===== config.mk =====
export PLATFORM = sky130hd
export DESIGN_NAME = regfile_wb_arbiter
export DESIGN_NICKNAME = d
export VERILOG_FILES = /design/src/rtl/regfile_wb_arbiter.sv
export SDC_FILE = /design/constraint.sdc
export NUM_CORES = 1
export LEC_CHECK = 0
export CORE_ASPECT_RATIO = 1.4
export CORE_UTILIZATION = 23
export CTS_BUF_LIST = sky130_fd_sc_hd__clkbuf_16
export CTS_CLUSTER_SIZE = 16
export DETAILED_ROUTE_END_ITERATION = 10
export PLACE_DENSITY = 0.58
export SYNTH_ARGS = -nofsm -noshare
export SYNTH_HDL_FRONTEND = slang
export SYNTH_SLANG_ARGS = --single-unit

===== constraint.sdc =====
create_clock -name clk -period 3.75 [get_ports clk]
set_input_delay 0.75 -clock clk [delete_from_list [all_inputs] [get_ports clk]]
set_output_delay 0.75 -clock clk [all_outputs]
set_load 0.005 [all_outputs]

===== src/rtl/regfile_wb_arbiter.sv =====
// Writeback arbiter for the register file write port.
// Two sources (ALU result A, memory load M) share one registered write port
// under round-robin arbitration. A pending-write scoreboard lets the issue
// stage reserve destination registers and check operands for hazards.
module regfile_wb_arbiter #(
  parameter int DATA_W = 32,
  parameter int ADDR_W = 5,
  parameter int NREG   = 32
) (
  input  logic              clk,
  input  logic              rst,
  input  logic              a_valid,
  output logic              a_ready,
  input  logic [ADDR_W-1:0] a_addr,
  input  logic [DATA_W-1:0] a_data,
  input  logic              m_valid,
  output logic              m_ready,
  input  logic [ADDR_W-1:0] m_addr,
  input  logic [DATA_W-1:0] m_data,
  input  logic              rsv_valid,
  input  logic [ADDR_W-1:0] rsv_addr,
  input  logic [ADDR_W-1:0] rs_addr,
  input  logic [ADDR_W-1:0] rt_addr,
  output logic              rs_busy,
  output logic              rt_busy,
  output logic              reg_write,
  output logic [ADDR_W-1:0] write_register,
  output logic [DATA_W-1:0] write_data,
  output logic [NREG-1:0]   busy_vec,
  output logic [1:0]        err
);

  // ptr_m = 1 means M was not granted last and wins a tie
  logic              ptr_m;
  logic              grant_a;
  logic              grant_m;
  logic              grant;
  logic [ADDR_W-1:0] g_addr;
  logic [DATA_W-1:0] g_data;
  logic [NREG-1:0]   busy_nxt;
  logic              err0_hit;
  logic              err1_hit;

  // Round-robin grant from the valids and the pointer only
  always_comb begin
    grant_a = a_valid && (!m_valid || !ptr_m);
    grant_m = m_valid && !grant_a;
    grant   = grant_a || grant_m;
    g_addr  = grant_a ? a_addr : m_addr;
    g_data  = grant_a ? a_data : m_data;
  end

  assign a_ready = grant_a;
  assign m_ready = grant_m;
  assign rs_busy = busy_vec[rs_addr];
  assign rt_busy = busy_vec[rt_addr];

  // Scoreboard next state: commit clears, reservation sets and wins a tie
  always_comb begin
    busy_nxt = busy_vec;
    if (reg_write)
      busy_nxt[write_register] = 1'b0;
    if (rsv_valid && rsv_addr != '0)
      busy_nxt[rsv_addr] = 1'b1;
    busy_nxt[0] = 1'b0;
    err0_hit = rsv_valid && (rsv_addr != '0) && busy_vec[rsv_addr] &&
               !(reg_write && write_register == rsv_addr);
    err1_hit = grant && (g_addr != '0) && !busy_vec[g_addr];
  end

  // Registered write port and arbitration pointer; r0 writes are swallowed
  always_ff @(posedge clk or posedge rst) begin
    if (rst) begin
      ptr_m          <= 1'b0;
      reg_write      <= 1'b0;
      write_register <= '0;
      write_data     <= '0;
    end else begin
      reg_write <= grant && (g_addr != '0);
      if (grant) begin
        ptr_m <= grant_a;
        if (g_addr != '0) begin
          write_register <= g_addr;
          write_data     <= g_data;
        end
      end
    end
  end

  // Scoreboard and sticky error flags
  always_ff @(posedge clk or posedge rst) begin
    if (rst) begin
      busy_vec <= '0;
      err      <= 2'b00;
    end else begin
      busy_vec <= busy_nxt;
      if (err0_hit) err[0] <= 1'b1;
      if (err1_hit) err[1] <= 1'b1;
    end
  end

endmodule


==> results of run 1 <==
worst max-delay path, stage by stage:
cell	delay (ns)
clkdlybuf4s50_1	0.51
buf_12	0.14
mux4_2	0.50
mux4_2	0.49
mux2_2	0.28
dlygate4sd2_1	0.28
area by class of cell:
cell class / count / area [um2] / share of cell area
multi-input cells: 347 / 2450 / 0.3646
repair buffers: 183 / 1821 / 0.2709
flip-flops and latches: 72 / 1802 / 0.2681
well taps: 244 / 305.3 / 0.04543
clock buffers: 9 / 225.2 / 0.03351
clock inverters: 7 / 72.57 / 0.01080
inverters: 12 / 45.04 / 0.006703
sequential cells by signal (all words and copies together), names as in the netlist:
name,cells
write_data,32
busy_vec,31
write_register,5
err,2
ptr_m,1
reg_write,1
metal layers:
metal / vias to the layer above / wire length (um) / part of all wire / GRT usage
li1: 2029 / - / - / -
met1: 2146 / 6656 / 0.37 / 0.2048
met2: 298 / 8801 / 0.49 / 0.3111
met3: 61 / 1500 / 0.083 / 0.03664
met4: 0 / 1121 / 0.062 / 0.1283
met5: - / 0 / 0 / 0
power by group through the flow:
| stage | clock network [mW] | registers [mW] | logic, mW |
|---|---|---|---|
| final | 0.859 | 1.49 | 1.40 |
| after global routing | 0.924 | 1.50 | 1.52 |
| after CTS | 0.887 | 1.47 | 1.41 |
| after detailed placement | 0 | 1.48 | 1.41 |
| after global placement | 0 | 1.47 | 1.39 |
| after floorplan | 0 | 1.23 | 0.689 |
per-stage QoR:
step,setup TNS (ns),utilization,power (mW),hold WS [ns],cell area [um2]
detailed placement,-0.2733,0.3417,2.884,0.4636,6406
global route,0,0.3584,3.948,0.5104,6720
CTS,0,0.3584,3.766,0.4910,6720
global placement,-0.1890,0.3417,2.855,0.4598,6406
floorplan,0,-,1.914,0.4517,4451
finish,0,0.3584,3.752,0.4902,6720
what timing repair did:
action                     4_1_cts  5_1_grt
buffers inserted                 2        0
gates resized for setup          3        0
setup endpoints to repair        2        0
cells in the final DEF, fill, tap and decap left out, drive strengths merged, types with 2 or more instances in the layout:
cell	n
or3b	3
buf	15
clkinvlp	2
nand3b	10
dlygate4sd2	2
nand3	5
clkdlybuf4s50	166
a31oi	34
clkinv	4
dfrtp	72
inv	12
clkbuf	9
nor2	43
nor4	4
nor3b	2
nand4b	2
mux4	33
o22ai	5
mux2	7
o21ai	70
nand2	84
xor2	4
nor2b	2
or3	2
a21oi	7
o2111ai	2
mux2i	12
logic make-up after synthesis:
family	Yosys count	synth area share
and+or+nand+nor	159	0.1569
AOI/OAI and AO/OA	130	0.1681
DFF	72	0.4048
muxes	52	0.2145
buffers and inverters	48	0.04498
xor gates and xnor gates	5	0.009839
other	1	0.0008426
path summary, 6_finish.rpt:
path / slack [ns] / to / cells after the start / from
max reg2reg: 1.50 / write_data[28] / 8 / ptr_m
min in group asynchronous: 0.91 / write_data[25] / 2 / rst
min reg2reg: 0.49 / ptr_m / 1 / ptr_m
max: 0.05 / rs_busy / 6 / rs_addr[1]
max in group asynchronous: 2.03 / write_data[4] / 3 / rst
min: 0.49 / ptr_m / 1 / ptr_m
==> metrics.yaml, run 1 <==
outcome: "completed"
combPwrFrac: 0.373
fmax_mhz: 270.5
synth-edff-count: 0
die_x_um: 119.6
cp-end-kind: "output port"
root_buffer: "clkbuf_16"
wl_per_cell_um: 20.69
async_flop_share: 1.000
finalCritPeriodShare: 0.9858
synth.avg_cell_area_um2: 9.530
dp_slack_ns: -0.1474
grt_pass1_vias: 4617
p_per_area_nw_per_um2: 558.4
synth_top_area_frac: 0.4048
worstPathRequired_ns: 3.00
synth_ff_type: "dfrtp_1"
ir_drop_v: 0.0003157
cts_tree: "built"
drtIter0Drc: 314
synth.area.top_cells: "dfrtp_1, mux4_2, o21ai_0, nand2_1, a31oi_1"
slew_viol_final: 0
mappedNetlistArea_um2: 4451
die_y_um: 166.6
internal-power_mw: 2.397
cts_made_buffers: 9
initial_core_util: 0.2374
grt_pass1_wl_um: 27320
antenna_cells: 0
hold_viol_final: 0
final_cells: 874
placementRows: 59
hold_class: "flop to flop"
ios: 170
max_cap_viol_count: 0
ys_top_cells_by_count: "nand2_1, dfrtp_1, o21ai_0"
fin_ws_ns: 0.05334
power.switching_mw: 1.356
syn-num-nets: 561
fin_worst_skew_ns: 0.01044
synthMostInstantiatedCell: "nand2_1"
leakagePower_nw: 2.600
drt-pass1-iter-count: 5
seq_power_share: 0.398
holdBufCountCts: 0
wirelength_um: 18080
grt_use_total: 0.1837
clk_pin_slew_ns: 0.06
p_sw_frac: 0.3614
post-place-cells: 856
critical_path_class: "input pin to output port"
core_area_um2: 18750
cts-htree-levels: 3
syn2layout_area_growth_pct: 51.00
path_max_fanout: 9
numPortBuffers: 168
dpl.hpwl_um: 13260
drc_errors: 0
drive_gt1_frac: 0.1238
die-area_um2: 19920
clock_power_share: 0.229
vias_per_cell: 5.188
rsz0062_at_grt: "no"
setup_viol: 0
grt_max_degree: 65
fill_cells: 1871
yosys_warnings: 0
worst_slew_pin_slew_ns: 0.8624
cts_sinks: 72
antenna_left: 0
period_minus_slack_ns: 3.697
slew_headroom: 0.4251
yosysUniqueCellTypes: 42
synth_top_cell_by_area: "dfrtp_1"
synth_cells: 467
overflow: 0
final_nets: 719
synth-seq-cells: 72
clockBufferDepth: 2
cp-start-kind: "input pin"
arrival_ns: 2.95
yosysSeqAreaShare: 0.4048
antenna_found_initial: 0
clock_latency_ns: 0.35
vias: 4534
gp_congestion: 0.8477
Note: power is estimated with default switching activity, not from simulation.
==> run 2, diff against run 1 <==
- RECOVER_POWER: not set -> 100
==> run 2 against run 1 <==
Fmax up 0.17%. Highest routed layer unchanged. Hold slack got worse by 0.0032 ns. The flow now finishes with violations (max-capacitance violations, max-slew violations). Largest cell class unchanged. Largest power group unchanged. Utilization down 0.15 points.
==> metrics.yaml, run 2 (same netlist as run 1, synthesis figures left out) <==
drt-pass1-iter-count: 5
p_sw_frac: 0.3670
crit_chain: "clkdlybuf4s50_1 > buf_12 > mux4_2 > mux4_2 > mux2_2 > dlygate4sd2_1"
setup_viol: 0
reg2reg_to: "write_data[28]"
cts_made_buffers: 9
holdBufCountCts: 0
finalCritPeriodShare: 0.9841
seq_power_share: 0.405
crit_family: "multiplexers"
cp_common_cell: "mux4_2"
drtIter0Drc: 319
fin_util: 0.3569
die-area_um2: 19920
holdPathEnd: "ptr_m"
reg2regPathDepth: 8
fmax_mhz: 271.0
largest_register: "write_data"
crit_buf_inv: 3
drc_errors: 0
regToRegStartpoint: "ptr_m"
cts_sinks: 72
internal-power_mw: 2.312
slew_viol_final: 41
clock_latency_ns: 0.35
largest_reg_flops: 32
arrival_ns: 2.94
reg2reg_slack_ns: 0.94
wl_per_cell_um: 20.65
tns_ns: 0
numPortBuffers: 168
worst_slew_pin_slew_ns: 1.538
antenna_cells: 0
antenna_found_initial: 0
violations: "max-capacitance violations, max-slew violations"
grt_use_total: 0.1837
period_minus_slack_ns: 3.690
min_from: "ptr_m"
top_regs: "write_data x32, busy_vec x31, write_register x5"
grt_pass1_vias: 4617
syn2layout_area_growth_pct: 50.35
cp-end-kind: "output port"
wirelength_um: 18050
placementRows: 59
fin_worst_skew_ns: 0.01003
worstPathRequired_ns: 3.00
initial_core_util: 0.2374
overflow: 0
clk_pin_slew_ns: 0.06
cpPeakStageDelay_ns: 0.51
min_path_cells: 1
fill_cells: 1874
post-place-cells: 856
vias_per_cell: 5.185
drive_gt1_frac: 0.1127
rsz0062_at_grt: "no"
grt_max_degree: 65
crit_slowest_cell: "clkdlybuf4s50_1"
layout_commonest_cell: "clkdlybuf4s50_1"
dpl.hpwl_um: 13260
clockBufferDepth: 2
slew_headroom: -0.02670
cts_tree: "built"
die_x_um: 119.6
place_area_um2: 6406
final_nets: 719
grt_pass1_wl_um: 27320
ir_drop_v: 0.0002938
max_cap_viol_count: 1
critical_path_class: "input pin to output port"
final_cell_area_um2: 6691
root_buffer: "clkbuf_16"
cts-htree-levels: 3
path_max_fanout: 9
power.switching_mw: 1.340
vias: 4532
hold_viol_final: 0
hold_slack_ns: 0.4870
final_cells: 874
layout_common_cells: "clkdlybuf4s50_1, nand2_1, dlygate4sd3_1"
gp_congestion: 0.8477
clock_power_share: 0.235
antenna_left: 0
cp-start-kind: "input pin"
ios: 170
leakagePower_nw: 2.580
die_y_um: 166.6
core_area_um2: 18750
hold_class: "flop to flop"
combPwrFrac: 0.360
p_per_area_nw_per_um2: 545.7
outcome: "complete, but fails checks"
run 2: worst max path at each step:
stage               endpoint        from  cells after the start
floorplan            rs_busy  rs_addr[1]                      4
global placement     rs_busy  rs_addr[1]                      6
detailed placement   rt_busy  rt_addr[1]                      6
CTS                  rs_busy  rs_addr[1]                      6
global route         rs_busy  rs_addr[1]                      6
finish               rs_busy  rs_addr[1]                      6
run 2: layer usage:
layer  vias to the layer above  routed length [um]  track usage
li1                       2039                   -            -
met1                      2148                6638       0.2048
met2                       288                8925       0.3111
met3                        57                1440      0.03664
met4                         0                1043       0.1283
met5                         -                   0            0
run 2: final cells by class:
class / count / area [um2] / area share
multi-input combinational: 347 / 2449 / 0.3659
sequential: 72 / 1802 / 0.2693
timing repair buffer: 183 / 1793 / 0.2680
tap: 244 / 305.3 / 0.04562
clock buffer: 9 / 225.2 / 0.03366
clock inverter: 7 / 72.57 / 0.01085
inverter: 12 / 45.04 / 0.006731
run 2: power by group through the flow:
stage	logic [mW]	registers (mW)	clock network, mW
finish	1.31	1.48	0.859
global route	1.43	1.49	0.924
CTS	1.41	1.47	0.887
detailed placement	1.41	1.48	0
global placement	1.39	1.47	0
floorplan	0.689	1.23	0
run 2: metrics by stage:
stage,power [mW],worst slack (ns)
floorplan,1.914,0.5984
detailed placement,2.884,-0.1474
finish,3.652,0.05966
global route,3.853,0.008340
global placement,2.855,-0.1091
CTS,3.766,0.05048
run 2: what timing repair did:
action	4_1_cts	5_1_grt
resized for setup	3	0
setup buffers	2	0
setup endpoints to repair	2	0
